--- src/rtl/instr_encoder.sv ---
// Instruction encoder: packs source instruction beats into program words, buffers
// them in a small FIFO and streams them to program memory at consecutive addresses.
module instr_encoder #(
  parameter int PROGRAM_DataWidth = 16,
  parameter int PC_WIDTH          = 8,
  parameter int NumOpCodeBits     = 5,
  parameter int SEL_WIDTH         = 2,
  parameter int FIFO_DEPTH        = 4
) (
  input  logic                         clk,
  input  logic                         reset,
  input  logic                         start,
  input  logic [PC_WIDTH-1:0]          start_adr,
  input  logic                         in_valid,
  output logic                         in_ready,
  input  logic [NumOpCodeBits-1:0]     in_opcode,
  input  logic [SEL_WIDTH-1:0]         in_op1,
  input  logic [SEL_WIDTH-1:0]         in_op2,
  input  logic [PC_WIDTH-1:0]          in_literal,
  input  logic                         in_last,
  output logic                         mem_wr_en,
  input  logic                         mem_ready,
  output logic [PC_WIDTH-1:0]          mem_adr,
  output logic [PROGRAM_DataWidth-1:0] mem_data,
  output logic                         busy,
  output logic                         done,
  output logic                         err_opcode,
  output logic                         overflow,
  output logic [PC_WIDTH:0]            word_count
);

  localparam int AW = (FIFO_DEPTH > 1) ? $clog2(FIFO_DEPTH) : 1;
  localparam int CW = $clog2(FIFO_DEPTH + 1);
  localparam logic [AW-1:0] LAST_IDX = AW'(FIFO_DEPTH - 1);
  localparam logic [CW-1:0] DEPTH_C  = CW'(FIFO_DEPTH);

  typedef enum logic [1:0] {IDLE, RUN, DRAIN, DONE} state_t;

  state_t                       state;
  logic [PROGRAM_DataWidth-1:0] fifo_mem [FIFO_DEPTH];
  logic [AW-1:0]                wr_ptr, rd_ptr;
  logic [CW-1:0]                count;
  logic [PC_WIDTH-1:0]          pc;
  logic [PROGRAM_DataWidth:0]   enc_p0;
  logic [PROGRAM_DataWidth-1:0] enc_word_p0;
  logic                         enc_vld_p0;
  logic                         full, empty, accept, enq, deq, wr_done;

  // Returns {supported, word}; unused fields of each format stay zero.
  function automatic logic [PROGRAM_DataWidth:0] encode(
    input logic [NumOpCodeBits-1:0] opc,
    input logic [SEL_WIDTH-1:0]     op1,
    input logic [SEL_WIDTH-1:0]     op2,
    input logic [PC_WIDTH-1:0]      lit
  );
    logic [PROGRAM_DataWidth-1:0] w;
    logic                         ok;
    w  = '0;
    ok = 1'b1;
    case (int'(opc))
      0: w = '0;
      1, 2, 3, 4, 5, 6: begin
        w[PROGRAM_DataWidth-1 -: NumOpCodeBits] = opc;
        w[8 +: SEL_WIDTH] = op1;
        w[3 +: SEL_WIDTH] = op2;
      end
      7, 8, 9, 17, 18: begin
        w[PROGRAM_DataWidth-1 -: NumOpCodeBits] = opc;
        w[8 +: SEL_WIDTH] = op1;
        w[0 +: PC_WIDTH]  = lit;
      end
      16: begin
        w[PROGRAM_DataWidth-1 -: NumOpCodeBits] = opc;
        w[0 +: PC_WIDTH] = lit;
      end
      default: ok = 1'b0;
    endcase
    return {ok, w};
  endfunction

  function automatic logic [AW-1:0] bump(input logic [AW-1:0] p);
    return (p == LAST_IDX) ? '0 : p + 1'b1;
  endfunction

  // Stage p0: encode the offered beat combinationally; it lands in the FIFO at the edge
  always_comb begin
    enc_p0      = encode(in_opcode, in_op1, in_op2, in_literal);
    enc_vld_p0  = enc_p0[PROGRAM_DataWidth];
    enc_word_p0 = enc_p0[PROGRAM_DataWidth-1:0];
  end

  assign full      = (count == DEPTH_C);
  assign empty     = (count == '0);
  assign in_ready  = (state == RUN) && !full;
  assign accept    = in_valid && in_ready;
  assign enq       = accept && enc_vld_p0;
  assign mem_wr_en = !empty && !overflow;
  assign wr_done   = mem_wr_en && mem_ready;
  // After overflow the head is discarded every cycle regardless of mem_ready.
  assign deq       = !empty && (overflow || mem_ready);
  assign mem_adr   = pc;
  assign mem_data  = empty ? '0 : fifo_mem[rd_ptr];
  assign busy      = (state != IDLE);
  assign done      = (state == DONE);

  always_ff @(posedge clk) begin
    if (enq) fifo_mem[wr_ptr] <= enc_word_p0;
  end

  always_ff @(posedge clk) begin
    if (reset) begin
      state      <= IDLE;
      wr_ptr     <= '0;
      rd_ptr     <= '0;
      count      <= '0;
      pc         <= '0;
      word_count <= '0;
      err_opcode <= 1'b0;
      overflow   <= 1'b0;
    end else begin
      if (wr_done) begin
        pc         <= pc + 1'b1;
        word_count <= word_count + 1'b1;
        if (pc == '1) overflow <= 1'b1;
      end
      if (accept && !enc_vld_p0) err_opcode <= 1'b1;
      if (enq) wr_ptr <= bump(wr_ptr);
      if (deq) rd_ptr <= bump(rd_ptr);
      if (enq && !deq)      count <= count + 1'b1;
      else if (!enq && deq) count <= count - 1'b1;
      case (state)
        IDLE: if (start) begin
          state      <= RUN;
          pc         <= start_adr;
          word_count <= '0;
          err_opcode <= 1'b0;
          overflow   <= 1'b0;
        end
        RUN:     if (accept && in_last) state <= DRAIN;
        DRAIN:   if (empty) state <= DONE;
        DONE:    state <= IDLE;
        default: state <= IDLE;
      endcase
    end
  end

endmodule

--- config.mk ---
export PLATFORM = sky130hd
export DESIGN_NAME = instr_encoder
export DESIGN_NICKNAME = d
export VERILOG_FILES = /design/src/rtl/instr_encoder.sv
export SDC_FILE = /design/constraint.sdc
export NUM_CORES = 1
export LEC_CHECK = 0
export CAP_MARGIN = 20
export CORE_UTILIZATION = 40
export CTS_CLUSTER_DIAMETER = 120
export CTS_CLUSTER_SIZE = 12
export DETAILED_ROUTE_END_ITERATION = 8
export HOLD_SLACK_MARGIN = 0.02
export PLACE_DENSITY = 0.68
export SLEW_MARGIN = 0
export SYNTH_ARGS = -nofsm -noshare
export SYNTH_HDL_FRONTEND = slang
export SYNTH_SLANG_ARGS = --single-unit
export TNS_END_PERCENT = 30
--- constraint.sdc ---
create_clock -name clk -period 6.3 [get_ports clk]
set_clock_uncertainty 0.1 [all_clocks]
set_input_delay 1.575 -clock clk [delete_from_list [all_inputs] [get_ports clk]]
set_output_delay 1.575 -clock clk [all_outputs]
set_load 0.01 [all_outputs]
==> results of run 1 <==
-- kinds of logic after synthesis --
| kind of cell | after synthesis |
|---|---|
| AOI/OAI and AO/OA | 36 |
| xor gates and xnor gates | 18 |
| adders and majority gates | 14 |
| buffers and inverters | 26 |
| DFF | 90 |
| muxes | 17 |
| other | 1 |
| and+or+nand+nor | 111 |
-- cell type report --
| cell class | count | area share [%] |
|---|---|---|
| Sequential cell | 90 | 46.7 |
| Multi-Input combinational cell | 197 | 31.5 |
| Timing Repair Buffer | 69 | 13.8 |
| Tap cell | 133 | 3.23 |
| Clock buffer | 10 | 2.48 |
| Clock inverter | 6 | 1.75 |
| Inverter | 9 | 0.656 |
-- metal layers --
metal,wire [microns],GRT usage (%)
met1,3740,19.9
met2,3890,26.0
met3,289,2.94
met4,94,6.02
met5,0,0
-- report_power, final --
part | switching, uW | internal [uW] | leakage, uW
Clock | 201 | 225 | 0.000108
Sequential | 61.3 | 683 | 0.000798
Combinational | 321 | 351 | 0.000828
-- critical path, stage by stage (launching register included) --
cell	delay, ps
dfxtp_1	500
or3_1	650
and2_1	260
clkdlybuf4s50_1	540
-- path summary, 6_finish.rpt --
kind / start / end / slack [ps] / cells past startpoint
setup / recovery: count[0] / mem_data[11] / 2330 / 3
hold / removal: err_opcode / err_opcode / 380 / 2
setup reg to reg: count[0] / count[2] / 3430 / 8
hold reg to reg: err_opcode / err_opcode / 380 / 2
-- per-stage QoR --
step | setup slack (ps) | power, uW | util [%]
2_1_floorplan | 2710 | 1160 | -
3_3_place_gp | 2160 | 1410 | 49.5
3_5_place_dp | 2050 | 1420 | 49.5
4_1_cts | 1920 | 1850 | 51.7
5_1_grt | 2170 | 1950 | 52.0
6_report | 2330 | 1840 | 52.0
-- synthesized netlist by cell type, drive strengths merged (2+ instances only) --
cell	n	area, sq um
nand2	9	33.8
nand4	3	18.8
and3	7	43.8
xnor2	14	123
o21ai	9	52.6
ha	13	163
nor4	3	40.0
nor3	7	51.3
and2	18	113
a211oi	9	72.6
nor2b	9	56.3
inv	9	33.8
nor2	28	108
a2bb2oi	2	17.5
edfxtp	60	1800
nor3b	4	35.0
a21oi	7	35.0
dfxtp	30	601
a21boi	2	15.0
mux4	15	338
buf	13	87.6
xor2	4	35.0
or3	6	37.5
clkbuf	4	15.0
nand3	9	45.0
mux2i	2	20.0
nor4b	3	38.8
a311oi	2	17.5
-- state kept, by name, summed over array words and instances, names as in the netlist, named ones only --
name and cells:
err_opcode 1, count 3, state 2, overflow 1, mem_adr 8, word_count 9
rd_ptr 2, wr_ptr 2, fifo_mem 60
==> summary.md, run 1 <==
| Metric | Value |
|---|---|
| Outcome | completed |
| Initial antenna violation count | 0 |
| Largest net degree at the start of global routing | 20 |
| # setup viols final | 0 |
| Unrepaired setup endpoints after global routing | no |
| Post-CTS Setup Bufs | 0 |
| Synth Net Count | about 360 |
| MaxCap Viol Count | 0 |
| Cells after DPL | about 500 |
| Die X-Extent | ~100 microns |
| Die Height | between 100 and 150 microns |
| Reg area | approximately 2400 sq um |
| Pins Over Slew Limit | 0 |
| N_diodes | 0 |
| Clk slew on worst S/H paths | 80 ps |
| Grt ovf | 0 |
| Compound-Gate Fraction of Synth Area | under 10% |
| Post-Layout Cell Count | 514 |
| Resize count post-CTS | 0 |
| Crit path capture type | primary output |
| FFs w/ async S/R, synth | 0% |
| TritonCTS clock tree | built |
| Crit Path Class | flip-flop to primary output |
| Mux contribution to synthesized area | 8.60% |
| DRC | 0 |
| Commonest non-fill, non-tap cell in the layout | clkdlybuf4s50_1 |
| Lkg Pwr | roughly 0.0017 uW |
| Share of post-route cells with drive strength above 1 | between 10 and 15% |
| CTS Hold Bufs | 0 |
| Vias in the first global route | about 2700 |
| Final min period | ~4000 ps |
| # H-tree levels | 3 |
| Synth Area in XOR/XNOR | under 10% |
| Drt first-iter violations | 92 |
| Syn Inst Count | approximately 310 |
| Hold WC Path Type | flip-flop to flip-flop |
| Synthesized cell area | between 4000 and 5000 sq um |
| Sequential area share after synthesis | between 50 and 60% |
| Die area | 10800 sq um |
| Fraction of the cycle the final worst path needs | a little over three fifths |
| Syn_area_per_cell | approximately 13 sq um |
| Worst relative slew slack | 46.1% |
| CP Launch Type | flip-flop |
| Largest family of logic cells by synthesized area | simple AND/OR/NAND/NOR gates |
| Final nets | roughly 420 |
| Detailed Route WL | 8020 microns |
| DR WL/cell | 15.6 microns |
| Num ports | 70 |
| Req. time, crit path | 4620 ps |
| Area after DPL | 4900 sq um |
| Design Area, Final | ~5100 sq um |
| Synth Area in Adders | ~4.4% |
| First-pass GRT wire length | around 13000 microns |
| Post-DP HPWL | around 5400 microns |
| Top_reg_cell synth | edfxtp_1 |
| Synthesis warning total | 0 |
| Number of synthesized flops with an enable pin | 60 |
| Vias | ~2600 |
| Final hold vios | 0 |
| Rows | 36 |
| Pwr/cell area | 358 nW/um^2 |
| TritonCTS Buffers | 9 |
| Clock Tree Root | clkbuf_8 |
| Initial DRT Pass Iterations | 4 |
| Vias per cell | slightly above 5 |
| P&R area growth vs syn | 23.8% |
| Setup TNS | 0 ps |
| Clk_lat worst skew | roughly 340 ps |
| Synth Register Bits | 90 |
| All-layer global routing usage | 15.5% |
| Port Buf Inserts | 68 |
| RD Place Congestion | around 0.71 |
| Clock tree buffer depth | 2 |
| Worst vdd ir | ~0.19 mV |
| Initial Utilization | between 40% and 50% |
| Footprint of the multi-input gates | between 1500 and 2000 sq um |
| Netlist cell types | 51 |
| Final Hold Slack | roughly 380 ps |
| Most frequent cells in the layout | clkdlybuf4s50_1, edfxtp_1, dfxtp_1, nor2_1, and2_1 |
| Synth Area in Simple Gates | between 15 and 20% |
| Core Area | 9910 sq um |
| CP Max Fanout | 19 |
| Antenna-violating nets left | 0 |
| Crit path DAT | 2290 ps |
| Worst Max-Slew Pin Slew | between 800 and 900 ps |
| FMAX | about 250 MHz |
| Clock sink count | 90 |
| Fillers | about 900 |
No activity file was read; power rests on OpenSTA's default activity.
==> inputs of run 2 (changes only) <==
==> constraint.sdc (replaced) <==
create_clock -name clk -period 3.7 [get_ports clk]
set_clock_uncertainty 0.1 [all_clocks]
set_input_delay 0.925 -clock clk [delete_from_list [all_inputs] [get_ports clk]]
set_output_delay 0.925 -clock clk [all_outputs]
set_load 0.01 [all_outputs]
==> summary.md, run 2 (synthesized netlist as in run 1, its figures left out) <==
| Metric | Value |
|---|---|
| Rows | 36 |
| Worst relative slew slack | a little under half |
| # H-tree levels | 3 |
| Pwr/cell area | around 600 nW/um^2 |
| Unrepaired setup endpoints after global routing | no |
| Num ports | 70 |
| CTS Hold Bufs | 0 |
| Clock sink count | 90 |
| Die Height | 104 microns |
| Share of post-route cells with drive strength above 1 | between 10% and 20% |
| Initial DRT Pass Iterations | 4 |
| Switching portion of total power | about 32% |
| Crit path capture type | primary output |
| Vias | 2616 |
| Internal power component | around 2100 uW |
| First-pass GRT wire length | 13100 microns |
| TritonCTS Buffers | 9 |
| Design Area, Final | slightly above 5000 sq um |
| Capturing point of the worst reg2reg path | count[2] |
| Req. time, crit path | 2670 ps |
| FMAX | a little over 300 MHz |
| Area after DPL | 4960 sq um |
| Post-Place Setup Slack | ~230 ps |
| Crit Path Class | flip-flop to primary output |
| DRC | 0 |
| Reg-to-reg slack, setup | between 800 and 900 ps |
| Commonest non-fill, non-tap cell in the layout | clkdlybuf4s50_1 |
| RD Place Congestion | roughly 0.73 |
| Hold WC Path Type | flip-flop to flip-flop |
| CP Max Fanout | 19 |
| Worst setup path endpoint | mem_data[11] |
| Kind of cell adding the most delay to the critical path | simple AND/OR/NAND/NOR gates |
| Fraction of the cycle the final worst path needs | 88.9% |
| Final min period | about 3300 ps |
| Worst flop-to-flop path startpoint | count[0] |
| Outcome | completed |
| Vias per cell | roughly 5.0 |
| All-layer global routing usage | between 15 and 20% |
| Comb power frac | roughly 38% |
| Final hold vios | 0 |
| Util after Layout | 52.0% |
| Die area | 10800 sq um |
| Crit-path max cell delay | ~630 ps |
| DR WL/cell | 15.2 microns |
| Pins Over Slew Limit | 0 |
| Final nets | 427 |
| Worst setup margin | around 400 ps |
| Post-CTS Setup Bufs | 0 |
| Worst setup startpoint | count[0] |
| MaxCap Viol Count | 0 |
| Clock group share of total power | a little over a fifth |
| Worst reg2reg path depth | 8 |
| Largest net degree at the start of global routing | 20 |
| Detailed Route WL | between 7000 and 8000 microns |
| Grt ovf | 0 |
| CP cell instances | or3_1 > and2_1 > clkdlybuf4s50_1 |
| Max FFs per register | 60 |
| Initial Utilization | about two fifths |
| Pwr Total | 3070 uW |
| Post-DP HPWL | approximately 5300 microns |
| Clock Tree Root | clkbuf_8 |
| Vias in the first global route | ~2600 |
| WP depth | 3 |
| # setup viols final | 0 |
| Setup TNS | 0 ps |
| CP Launch Type | flip-flop |
| Most frequent cells in the layout | clkdlybuf4s50_1, edfxtp_1, dfxtp_1, nor2_1, and2_1 |
| Crit path DAT | ~2300 ps |
| Port Buf Inserts | 68 |
| Antenna-violating nets left | 0 |
| P&R area growth vs syn | 24.0% |
| Worst vdd ir | roughly 0.3 mV |
| TritonCTS clock tree | built |
| Register share of total power | roughly two fifths |
| N_diodes | 0 |
| Clk slew on worst S/H paths | around 80 ps |
| Lkg Pwr | about 0.0017 uW |
| Largest Register | fifo_mem |
| Drt first-iter violations | around 110 |
| Core Area | 9910 sq um |
| Sw power | about 990 uW |
| Worst Max-Slew Pin Slew | slightly above 800 ps |
| CP max stage cell | or3_1 |
| Clock tree buffer depth | 2 |
| Worst path bufs/invs | 1 |
| Initial antenna violation count | 0 |
| Die X-Extent | 104 microns |
| Resize count post-CTS | 0 |
| Clk_lat worst skew | about 350 ps |
run 2: changes by cell type in the layout (fill, tap and decap cells not counted):
cell        change
buf_16          -1
bufinv_16       -1
buf_4           +7
inv_6           +1
clkinvlp_4      +1
clkinv_1        -1
run 2: layout make-up:
class	count	area, sq um
Timing Repair Buffer	75	733
Fill cell	870	4750
Inverter	9	33.8
Multi-Input combinational cell	197	1620
Tap cell	133	166
Clock buffer	10	128
Sequential cell	90	2400
Clock inverter	6	72.6
run 2: how the worst min path moves through the flow:
stage / startpoint / cells past startpoint / slack (ps) / to
3_3_place_gp: err_opcode / 2 / 370 / err_opcode
5_1_grt: rd_ptr[0] / 2 / 430 / flip-flop
2_1_floorplan: rd_ptr[0] / 2 / 360 / flip-flop
3_5_place_dp: err_opcode / 2 / 380 / err_opcode
4_1_cts: err_opcode / 2 / 400 / err_opcode
6_report: err_opcode / 2 / 390 / err_opcode
run 2: worst register-to-register path: stages, from the launching register on:
cell,delay [ps]
dfxtp_1,400
or3_1,720
o21ai_2,250
ha_1,230
inv_1,60
fa_1,380
xor2_1,180
or3_1,310
a21oi_1,150
run 2: metal layers:
layer	track usage [%]	wire length, microns	up-vias
li1	-	-	1288
met1	19.2	3560	1262
met2	26.3	3930	64
met3	4.89	367	2
met4	3.88	31	0
met5	0	0	-
run 2: through the flow:
stage | hold WS [ps] | cells
floorplan | 361 | 313
global placement | 368 | 504
detailed placement | 378 | 504
CTS | 400 | 520
global route | 435 | 520
finish | 389 | 520
run 2: power groups by stage:
stage                     registers (uW)  logic [uW]  clock network, uW
after floorplan                     1270         712                  0
after global placement              1270        1150                  0
after detailed placement            1270        1170                  0
after CTS                           1250        1170                698
after global routing                1260        1270                733
final                               1250        1150                670
